$ cat src/rtl/raycast_slice_sequencer_if.sv
// Handshake and buffer-write bundle between the slice sequencer, the shared
// raycaster/distance core and the column distance buffer.
// master: the sequencer side (issues rays, writes the column buffer).
// slave : the environment side (frame control, raycaster responses).
interface raycast_slice_sequencer_if;
  // Frame control
  logic        frame_start;
  logic [8:0]  player_angle;
  logic        busy;
  logic        frame_done;

  // Ray request channel
  logic        ray_valid;
  logic        ray_ready;
  logic [7:0]  ray_col;
  logic [8:0]  ray_angle_int;
  logic [9:0]  ray_angle_frac;

  // Distance return channel
  logic        dist_valid;
  logic [20:0] dist_in;

  // Column buffer write port
  logic        col_we;
  logic [7:0]  col_addr;
  logic [20:0] col_dist;

  modport master (
    input  frame_start,
    input  player_angle,
    input  ray_ready,
    input  dist_valid,
    input  dist_in,
    output busy,
    output frame_done,
    output ray_valid,
    output ray_col,
    output ray_angle_int,
    output ray_angle_frac,
    output col_we,
    output col_addr,
    output col_dist
  );

  modport slave (
    output frame_start,
    output player_angle,
    output ray_ready,
    output dist_valid,
    output dist_in,
    input  busy,
    input  frame_done,
    input  ray_valid,
    input  ray_col,
    input  ray_angle_int,
    input  ray_angle_frac,
    input  col_we,
    input  col_addr,
    input  col_dist
  );
endinterface

$ cat src/rtl/raycast_slice_sequencer.sv
// Per-frame raycasting controller: walks every screen column, issues one ray
// per column with its fixed-point angle (whole degrees + millidegrees), waits
// for the distance and writes it into the column buffer.
module raycast_slice_sequencer #(
  parameter int unsigned NUM_SLICES   = 160,
  parameter int unsigned HALF_FOV_DEG = 30,
  parameter int unsigned STEP_MILLI   = 375
) (
  input logic                        i_clock,
  input logic                        i_resetn,
  raycast_slice_sequencer_if.master  io_bus
);

  localparam logic [2:0] S_IDLE  = 3'd0;
  localparam logic [2:0] S_ISSUE = 3'd1;
  localparam logic [2:0] S_WAIT  = 3'd2;
  localparam logic [2:0] S_WRITE = 3'd3;
  localparam logic [2:0] S_DONE  = 3'd4;

  localparam logic [7:0]  LAST_COL   = 8'(NUM_SLICES - 1);
  localparam logic [9:0]  HALF_FOV   = 10'(HALF_FOV_DEG);
  localparam logic [10:0] STEP       = 11'(STEP_MILLI);
  localparam logic [10:0] MILLI_WRAP = 11'd1000;
  localparam logic [8:0]  LAST_DEG   = 9'd359;

  // State and ray payload
  logic [2:0]  r_state;
  logic [7:0]  r_col;
  logic [8:0]  r_int;
  logic [9:0]  r_frac;

  // Registered outputs
  logic        r_ray_valid;
  logic        r_col_we;
  logic        r_frame_done;
  logic        r_busy;
  logic [7:0]  r_col_addr;
  logic [20:0] r_col_dist;

  // Next-state values
  logic [2:0]  w_state_d;
  logic [7:0]  w_col_d;
  logic [8:0]  w_int_d;
  logic [9:0]  w_frac_d;
  logic        w_capture;

  // Start-angle and angle-advance datapath
  logic [9:0]  w_pa;
  logic [8:0]  w_start;
  logic [10:0] w_sum;
  logic        w_carry;
  logic [9:0]  w_frac_adv;
  logic [8:0]  w_int_adv;

  // Out-of-range headings are treated as 0 before subtracting the half FOV
  assign w_pa = (io_bus.player_angle >= 9'd360) ? 10'd0 : {1'b0, io_bus.player_angle};

  // Leftmost ray angle, wrapped into 0..359
  assign w_start = (w_pa >= HALF_FOV) ? 9'(w_pa - HALF_FOV)
                                      : 9'(w_pa + 10'd360 - HALF_FOV);

  // Incremental step: add the millidegree increment and carry into degrees
  assign w_sum      = {1'b0, r_frac} + STEP;
  assign w_carry    = (w_sum >= MILLI_WRAP);
  assign w_frac_adv = w_carry ? 10'(w_sum - MILLI_WRAP) : w_sum[9:0];
  assign w_int_adv  = !w_carry          ? r_int :
                      (r_int == LAST_DEG) ? 9'd0  : r_int + 9'd1;

  // Next-state and payload update for the slice sequence
  always_comb begin
    w_state_d = r_state;
    w_col_d   = r_col;
    w_int_d   = r_int;
    w_frac_d  = r_frac;
    w_capture = 1'b0;
    case (r_state)
      S_IDLE: begin
        if (io_bus.frame_start) begin
          w_state_d = S_ISSUE;
          w_col_d   = 8'd0;
          w_int_d   = w_start;
          w_frac_d  = 10'd0;
        end
      end
      S_ISSUE: begin
        // ray_valid is high throughout ISSUE, so ready alone completes the handshake
        if (io_bus.ray_ready) begin
          w_state_d = S_WAIT;
        end
      end
      S_WAIT: begin
        if (io_bus.dist_valid) begin
          w_state_d = S_WRITE;
          w_capture = 1'b1;
        end
      end
      S_WRITE: begin
        if (r_col == LAST_COL) begin
          w_state_d = S_DONE;
        end else begin
          w_state_d = S_ISSUE;
          w_col_d   = r_col + 8'd1;
          w_int_d   = w_int_adv;
          w_frac_d  = w_frac_adv;
        end
      end
      S_DONE: begin
        w_state_d = S_IDLE;
      end
      default: begin
        w_state_d = S_IDLE;
      end
    endcase
  end

  // State and ray payload registers
  always_ff @(posedge i_clock or negedge i_resetn) begin
    if (!i_resetn) begin
      r_state <= S_IDLE;
      r_col   <= 8'd0;
      r_int   <= 9'd0;
      r_frac  <= 10'd0;
    end else begin
      r_state <= w_state_d;
      r_col   <= w_col_d;
      r_int   <= w_int_d;
      r_frac  <= w_frac_d;
    end
  end

  // Status strobes registered from the next state so they align with it
  always_ff @(posedge i_clock or negedge i_resetn) begin
    if (!i_resetn) begin
      r_ray_valid  <= 1'b0;
      r_col_we     <= 1'b0;
      r_frame_done <= 1'b0;
      r_busy       <= 1'b0;
    end else begin
      r_ray_valid  <= (w_state_d == S_ISSUE);
      r_col_we     <= (w_state_d == S_WRITE);
      r_frame_done <= (w_state_d == S_DONE);
      r_busy       <= (w_state_d != S_IDLE);
    end
  end

  // Column buffer address/data, loaded as the distance is accepted
  always_ff @(posedge i_clock or negedge i_resetn) begin
    if (!i_resetn) begin
      r_col_addr <= 8'd0;
      r_col_dist <= 21'd0;
    end else if (w_capture) begin
      r_col_addr <= r_col;
      r_col_dist <= io_bus.dist_in;
    end
  end

  assign io_bus.ray_valid      = r_ray_valid;
  assign io_bus.ray_col        = r_col;
  assign io_bus.ray_angle_int  = r_int;
  assign io_bus.ray_angle_frac = r_frac;
  assign io_bus.col_we         = r_col_we;
  assign io_bus.col_addr       = r_col_addr;
  assign io_bus.col_dist       = r_col_dist;
  assign io_bus.busy           = r_busy;
  assign io_bus.frame_done     = r_frame_done;

endmodule

$ cat src/flat_wrapper.sv
// flat-port wrapper written by rule: the top's interface ports become plain ports
module raycast_slice_sequencer_flat 
#(
  parameter int unsigned NUM_SLICES   = 160,
  parameter int unsigned HALF_FOV_DEG = 30,
  parameter int unsigned STEP_MILLI   = 375
)
  (i_clock, i_resetn, io_bus_frame_start, io_bus_player_angle, io_bus_ray_ready, io_bus_dist_valid, io_bus_dist_in, io_bus_busy, io_bus_frame_done, io_bus_ray_valid, io_bus_ray_col, io_bus_ray_angle_int, io_bus_ray_angle_frac, io_bus_col_we, io_bus_col_addr, io_bus_col_dist);
  raycast_slice_sequencer_if io_bus_i ();
  input logic i_clock;
  input logic i_resetn;
  input wire logic [$bits(io_bus_i.frame_start)-1:0] io_bus_frame_start;
  input wire logic [$bits(io_bus_i.player_angle)-1:0] io_bus_player_angle;
  input wire logic [$bits(io_bus_i.ray_ready)-1:0] io_bus_ray_ready;
  input wire logic [$bits(io_bus_i.dist_valid)-1:0] io_bus_dist_valid;
  input wire logic [$bits(io_bus_i.dist_in)-1:0] io_bus_dist_in;
  output wire logic [$bits(io_bus_i.busy)-1:0] io_bus_busy;
  output wire logic [$bits(io_bus_i.frame_done)-1:0] io_bus_frame_done;
  output wire logic [$bits(io_bus_i.ray_valid)-1:0] io_bus_ray_valid;
  output wire logic [$bits(io_bus_i.ray_col)-1:0] io_bus_ray_col;
  output wire logic [$bits(io_bus_i.ray_angle_int)-1:0] io_bus_ray_angle_int;
  output wire logic [$bits(io_bus_i.ray_angle_frac)-1:0] io_bus_ray_angle_frac;
  output wire logic [$bits(io_bus_i.col_we)-1:0] io_bus_col_we;
  output wire logic [$bits(io_bus_i.col_addr)-1:0] io_bus_col_addr;
  output wire logic [$bits(io_bus_i.col_dist)-1:0] io_bus_col_dist;
  assign io_bus_i.frame_start = io_bus_frame_start;
  assign io_bus_i.player_angle = io_bus_player_angle;
  assign io_bus_i.ray_ready = io_bus_ray_ready;
  assign io_bus_i.dist_valid = io_bus_dist_valid;
  assign io_bus_i.dist_in = io_bus_dist_in;
  assign io_bus_busy = io_bus_i.busy;
  assign io_bus_frame_done = io_bus_i.frame_done;
  assign io_bus_ray_valid = io_bus_i.ray_valid;
  assign io_bus_ray_col = io_bus_i.ray_col;
  assign io_bus_ray_angle_int = io_bus_i.ray_angle_int;
  assign io_bus_ray_angle_frac = io_bus_i.ray_angle_frac;
  assign io_bus_col_we = io_bus_i.col_we;
  assign io_bus_col_addr = io_bus_i.col_addr;
  assign io_bus_col_dist = io_bus_i.col_dist;
  raycast_slice_sequencer #(.NUM_SLICES(NUM_SLICES), .HALF_FOV_DEG(HALF_FOV_DEG), .STEP_MILLI(STEP_MILLI)) u_core (.i_clock(i_clock), .i_resetn(i_resetn), .io_bus(io_bus_i));
endmodule
$ cat config.mk
export PLATFORM = sky130hd
export DESIGN_NAME = raycast_slice_sequencer_flat
export DESIGN_NICKNAME = d
export VERILOG_FILES = /design/src/rtl/raycast_slice_sequencer_if.sv /design/src/rtl/raycast_slice_sequencer.sv /design/src/flat_wrapper.sv
export SDC_FILE = /design/constraint.sdc
export NUM_CORES = 1
export LEC_CHECK = 0
export CAP_MARGIN = 20
export CORE_MARGIN = 1.5
export CORE_UTILIZATION = 40
export CTS_BUF_LIST = sky130_fd_sc_hd__clkbuf_16
export CTS_CLUSTER_DIAMETER = 150
export DETAILED_ROUTE_END_ITERATION = 12
export GPL_TIMING_DRIVEN = 0
export PLACE_DENSITY = 0.81
export SKIP_LAST_GASP = 1
export SYNTH_ARGS = -nofsm -noshare
export SYNTH_HDL_FRONTEND = slang
export SYNTH_SLANG_ARGS = --single-unit
export TNS_END_PERCENT = 10
$ cat constraint.sdc
create_clock -name i_clock -period 2.54 [get_ports i_clock]
set_clock_uncertainty 0.05 [all_clocks]
set_input_delay 0.254 -clock i_clock [delete_from_list [all_inputs] [get_ports i_clock]]
set_output_delay 0.254 -clock i_clock [all_outputs]
set_load 0.005 [all_outputs]
==> summary.md <==
| Metric | Value |
|---|---|
| TritonCTS clock tree | built |
| DRC violations left | 0 |
| Syn Area/Cell | 10.04 um^2 |
| P per Cell Area | 1173 mW/mm^2 |
| CP max FO | 5 |
| Clock slew at reported path FFs | 60 ps |
| Area grow syn2layout | 48.53% |
| DR pass1 iterations | 6 |
| GRT Total Usage | 0.2146 |
| Cells after synthesis | between 300 and 400 |
| Post-Syn Area | 0.003493 mm^2 |
| Clk root buf | clkbuf_16 |
| Min Tclk post-route | 2668 ps |
| Post-DP HPWL | 6.606 mm |
| Fmax | ~0.37 GHz |
| CP startpoint kind | flip-flop |
| Slew @ Worst Pin | 731.9 ps |
| Post-synth EDFFs | 0 |
| Routed wire per std cell | 16.60 um |
| Remaining antenna violation count | 0 |
| Core area | 0.008341 mm^2 |
| Final #Nets | 513 |
| GPL Wtd Cong | 0.9074 |
| PortBufs | between 90 and 100 |
| Pin count of the biggest net entering global routing | 38 |
| Hold WC Path Type | primary input to asynchronous set/reset pin |
| PnR worst setup slack | -128.4 ps |
| Initial core utilization | 0.4188 |
| Vias per cell | roughly 5.7 |
| Vias | 3,321 |
| Initial antenna violation count | 0 |
| Failing checks | negative setup slack |
| CP required | 2720 ps |
| Fraction of registers with async set/reset | 1.000 |
| Synth area leaders | dfrtp_1, mux2_2, o21ai_0 |
| Final period utilization | 1.051 |
| Hold slack | approximately 430 ps |
| First-pass GRT wire length | ~15 mm |
| Outcome | finished with violations |
| RSZ-0062 raised after global routing | yes |
| Area of the multi-input gates | 0.001928 mm^2 |
| Path type of the worst setup path | flip-flop to flip-flop |
| Clock tree sinks | 63 |
| TNS Setup | -609.3 ps |
| Skew-Pair Late Insertion Delay | 330 ps |
| Max-slew violations | 0 |
| Sequential share of the synthesized area | 0.4513 |
| Full die area | 0.009303 mm^2 |
| Routed WL | around 9.7 mm |
| Final setup viols | 10 |
| Fill count | 665 |
| Syn nets | around 390 |
| H-Tree Depth | 3 |
| Register area | roughly 0.0016 mm^2 |
| Die height | 96.45 um |
| Vias in the first global route | 3,172 |
| Worst relative slew slack | 0.5079 |
| Most common flop cell mapped by yosys | dfrtp_1 |
| Seq cells post-synth | 63 |
| N_diodes | 0 |
| R2R setup slack | -130 ps |
| Total number of yosys warnings | 0 |
| Pleak | approximately 2.1 nW |
| VDD IR max | 0.0004284 V |
| Element type at the critical path end | flip-flop |
| Num rows | 33 |
| Total gr overflow | 0 |
| Max clock buf depth | 2 |
| # IOs | 95 |
| Synth top area share | 0.4513 |
| Largest area contributor in the netlist | dfrtp_1 |
| Total CTS buffers | 9 |
| Cell variety after synth | 60 |
| Initial DRC count | approximately 190 |
| Max_cap viols | 0 |
| Share of layout cells above drive strength 1 | 0.2159 |
| Critical Path AT | 2850 ps |
| Final hold violation count | 0 |
| Die X | between 90 and 100 um |
-- final timing paths --
kind	to	cells after the start	from
hold reg to reg	u_core.io_bus.col_dist[1]	1	u_core.io_bus.col_dist[1]
hold / removal	u_core.io_bus.ray_angle_frac[2]	2	i_resetn
setup / recovery	u_core.io_bus.ray_angle_frac[7]	9	u_core.io_bus.ray_angle_frac[0]
max in group asynchronous	u_core.io_bus.ray_col[3]	3	i_resetn
min in group i_clock	u_core.io_bus.col_dist[1]	1	u_core.io_bus.col_dist[1]
setup reg to reg	u_core.io_bus.ray_angle_frac[7]	9	u_core.io_bus.ray_angle_frac[0]
-- critical path: stages, from the launching register on --
cell and delay [ps]:
dfrtp_1 400, buf_6 140, o31a_1 360, or4_4 440, o221ai_2 100, o311ai_4 170, buf_6 160, o31a_1 250
or4_1 410, o221ai_1 90
-- layout make-up --
type | instances | share of cell area
inverters | 11 | 0.007958
plain buffers | 12 | 0.01712
clock inverters | 7 | 0.01857
flip-flops and latches | 63 | 0.3046
clock buffers | 9 | 0.04340
well taps | 105 | 0.02532
repair buffers | 112 | 0.2115
multi-input cells | 263 | 0.3716
-- cell usage after synthesis (all sizes together), types with 2 or more instances --
cell / n
nand2b: 4
o32ai: 3
o31ai: 4
buf: 7
or4: 2
dfrtp: 63
or3: 5
o31a: 4
o211ai: 4
nand2: 34
a211oi: 2
and3: 6
and2: 3
mux2: 31
xnor2: 8
mux2i: 3
clkbuf: 5
a31oi: 3
xor2: 6
nor4: 4
a21o: 4
a21oi: 15
o21ai: 27
nor2: 32
o221ai: 2
nand3: 12
or4b: 2
o311ai: 2
nor2b: 2
nand4: 4
nor3: 8
inv: 11
ha: 6
or2: 2
o22ai: 3
a22o: 4
-- cells by family after synthesis --
logic type / share of synthesized area
fa+ha+maj: 0.02149
simple gates: 0.1798
xor+xnor: 0.03510
flops: 0.4513
compound gates: 0.1683
buf+inv: 0.03546
mux: 0.1085
-- routing by layer --
metal,part of all wire,GRT usage
met1,0.42,0.2674
met2,0.51,0.3549
met3,0.053,0.05321
met4,0.017,0.08816
met5,0,0
-- layout by cell type (no fill, tap or decap), drive strengths merged, types with 12 or more instances in the layout --
| master | n |
|---|---|
| clkdlybuf4s50 | 93 |
| dfrtp | 63 |
| nand2 | 34 |
| nor2 | 32 |
| mux2 | 31 |
| o21ai | 27 |
| buf | 24 |
| a21oi | 15 |
| clkbuf | 15 |
| nand3 | 12 |
| inv | 12 |
-- report_power, final --
part           switching, mW  leakage (nW)  total [mW]  internal [mW]
Clock                  0.454         0.150        1.31          0.860
Sequential             0.380         0.791        1.76           1.38
Combinational           1.39          1.18        3.01           1.63
-- repair_timing --
action | CTS | global route
pin swaps | 9 | 7
buffers inserted | 8 | 6
gates cloned | 2 | 0
setup endpoints to repair | 16 | 19
hold buffers | 1 | 0
resized for setup | 12 | 22
endpoints found under the hold margin | 26 | 0
-- per-stage QoR --
stage | util | area [um^2] | cells | setup slack, ps | total power, mW
floorplan | - | 3498 | 348 | 26.22 | 3.135
global placement | 0.5480 | 4571 | 547 | -875.0 | 4.220
detailed placement | 0.5498 | 4586 | 548 | -445.9 | 4.323
CTS | 0.6070 | 5062 | 575 | -88.80 | 5.874
global route | 0.6221 | 5189 | 582 | -176.1 | 6.463
finish | 0.6221 | 5189 | 582 | -128.4 | 6.088
-- registers in the layout, summed over array words and instances, names as in the netlist --
| register | count |
|---|---|
| u_core.io_bus.col_addr | 8 |
| u_core.io_bus.col_we | 1 |
| u_core.io_bus.ray_angle_frac | 10 |
| u_core.io_bus.ray_angle_int | 9 |
| u_core.io_bus.ray_col | 8 |
| u_core.io_bus.col_dist | 21 |
| u_core.io_bus.frame_done | 1 |
| u_core.io_bus.busy | 1 |
| u_core.r_state | 3 |
| u_core.io_bus.ray_valid | 1 |
Power figures use the tool's default switching activity.
==> variant, RTL diff (same flow settings) <==
Reset style: synchronous (`i_resetn`), changed in 3 clocked blocks.
--- a/src/rtl/raycast_slice_sequencer.sv
+++ b/src/rtl/raycast_slice_sequencer.sv
@@ -114,7 +114,7 @@
   end
 
   // State and ray payload registers
-  always_ff @(posedge i_clock or negedge i_resetn) begin
+  always_ff @(posedge i_clock) begin
     if (!i_resetn) begin
       r_state <= S_IDLE;
       r_col   <= 8'd0;
@@ -129,7 +129,7 @@
   end
 
   // Status strobes registered from the next state so they align with it
-  always_ff @(posedge i_clock or negedge i_resetn) begin
+  always_ff @(posedge i_clock) begin
     if (!i_resetn) begin
       r_ray_valid  <= 1'b0;
       r_col_we     <= 1'b0;
@@ -144,7 +144,7 @@
   end
 
   // Column buffer address/data, loaded as the distance is accepted
-  always_ff @(posedge i_clock or negedge i_resetn) begin
+  always_ff @(posedge i_clock) begin
     if (!i_resetn) begin
       r_col_addr <= 8'd0;
       r_col_dist <= 21'd0;
Behaviour: differs if i_resetn is asserted again (counterexample within 4 cycles, from zero or initial values and one cycle with i_resetn low); with i_resetn held inactive, the same outputs for 10 cycles.
==> variant against the unedited design <==
The flow still finishes with violations (setup timing). First-iteration DRC count rose by 2.1%. Sequential cell count stayed put. Sequential share of layout area down 6.1 points. Routed wire length up 8.0%. Worst setup slack gained 0.13 ns. Area after synthesis grew 2.1%. Cell area grew 0.27%. Core utilization shrank 2.3 points. Via count up 16%. Non-clock buffer count rose by 14. Synthesized cell count increased by 33%. Highest routed layer unchanged.
Power is not compared: it rests on default switching activity, and its combinational part moved more than twofold at a synthesized area within 25%.
==> variant: results (changes against the unedited design) <==
Run status
  • Status: complete, but fails checks (unchanged)
  • Failing checks: setup timing (unchanged)

Route
  • WL met3: 731 um (was 516 um)
  • DRT iter0 DRCs: 192 (was 188)
  • Met2 wire length: 5140 um (was 4970 um)
  • Pre-antenna DRT Iters: 5 (was 6)
  • Vias: 3,852 (was 3,321)
  • Wl on met1: 4410 um (was 4010 um)
  • Routed WL: 10,400 um (was 9660 um)
  • Wire per inst: 15.0 um (was 16.6 um)

Timing
  • Final worst setup slack: -0.00168 ns (was -0.128 ns)
  • Worst-Margin Slew: 0.646 ns (was 0.732 ns)
  • Setup-failing EPs final: 1 (was 10)

Synthesis
  • Post-Synth Adder-Cell Area: 2.11% (was 2.15%)
  • Distinct cell type count after synthesis: 62 (was 60)
  • Most instantiated cells after synthesis: nand2_1 (89), dfxtp_1 (63), a21boi_0 (33), o21ai_0 (33), nor2_1 (31) (was dfrtp_1 (63), nand2_1 (34), mux2_2 (31))
  • Synth Area in XOR/XNOR: 3.93% (was 3.51%)
  • Async set-reset flop share out of synthesis: 0% (was 100%)
  • Post-synthesis sequential area ratio: 35.4% (was 45.1%)
  • Mux contribution to synthesized area: 0.596% (was 10.9%)
  • Mapped Nets: 504 (was 389)
  • Area contributors post-synth: dfxtp_1 (35%), nand2_1 (9.4%), a21boi_0 (6.9%) (was dfrtp_1 (45%), mux2_2 (10%), o21ai_0 (3.7%))
  • Leading area contributor after synthesis: dfxtp_1 (was dfrtp_1)
  • Synth Area per Inst: 7.70 um^2 (was 10.0 um^2)

Cells and area
  • Clock-cell share of area: 5.53% (was 6.20%)
  • Area of the multi-input gates: 0.00227 mm^2 (was 0.00193 mm^2)
  • Data buffer area share: 23.4% (was 22.9%)
  • Register area: 0.00127 mm^2 (was 0.00158 mm^2)
  • Fill cells: 759 (was 665)
  • Multi-Input Combinational: 362 (was 263)

Placed design
  • Placed cells: 663 (was 548)
  • Detailed Place HPWL: 7290 um (was 6610 um)
  • RD Place Congestion: 0.874 (was 0.907)
  • # port buffers: 92 (was 94)

GRT
  • Met2 Resource Use GR: 37.1% (was 35.5%)
  • GR Layer Usage met1: 25.9% (was 26.7%)
  • Number of global-route vias before repair: 3,616 (was 3,172)
  • Total GRT Usage: 21.2% (was 21.5%)
  • Largest net degree at the start of global routing: 12 (was 38)
  • Global-route wire length before repair: 16,800 um (was 15,200 um)

Worst setup path
  • R2R depth: 9 (unchanged)
  • Slowest cell on the critical path: o32a_2 (was or4_4)
  • WP data arrival: 2.69 ns (was 2.85 ns)
  • Crit. Startpoint: u_core.io_bus.ray_angle_frac[0]$_SDFFE_PN0P_ (was u_core.io_bus.ray_angle_frac[0]$_DFFE_PN0P_)
  • Critical Path Sink: u_core.io_bus.ray_angle_frac[3]$_SDFFE_PN0P_ (was u_core.io_bus.ray_angle_frac[7]$_DFFE_PN0P_)
  • Critical path's largest stage delay: 0.41 ns (was 0.44 ns)

Clocking
  • Post-CTS setup buffers: 13 (was 8)
  • Post_cts resized: 18 (was 12)

Min path
  • HP Class: flop to flop (was input port to asynchronous set/reset pin)
-- variant: changes by cell type after synthesis, sizes merged, moves of 8 or more --
cell,unedited run,this run
o21ai,27,35
mux2,31,1
a21boi,0,38
nand2,34,89
dfxtp,0,63
dfrtp,63,0
clkbuf,5,23
-- variant: metrics by stage --
stage	worst slack [ns]	hold WS (ns)	TNS [ns]	utilization, %	instance area (um^2)
finish	-0.00168	0.412	-0.00168	59.9	5200
CTS	-0.0778	0.415	-0.400	59.2	5130
global placement	-0.364	0.400	-2.89	53.8	4670
floorplan	0.0226	0.324	0	-	3610
global route	-0.109	0.439	-1.19	59.9	5200
detailed placement	-0.436	0.408	-4.30	53.8	4670
-- variant: power by group through the flow --
stage	Clock [mW]	Combinational, mW	Sequential [mW]
floorplan	0	0.185	1.07
global placement	0	0.337	1.07
detailed placement	0	0.347	1.07
CTS	1.20	0.370	1.05
global route	1.25	0.412	1.06
finish	1.18	0.379	1.05
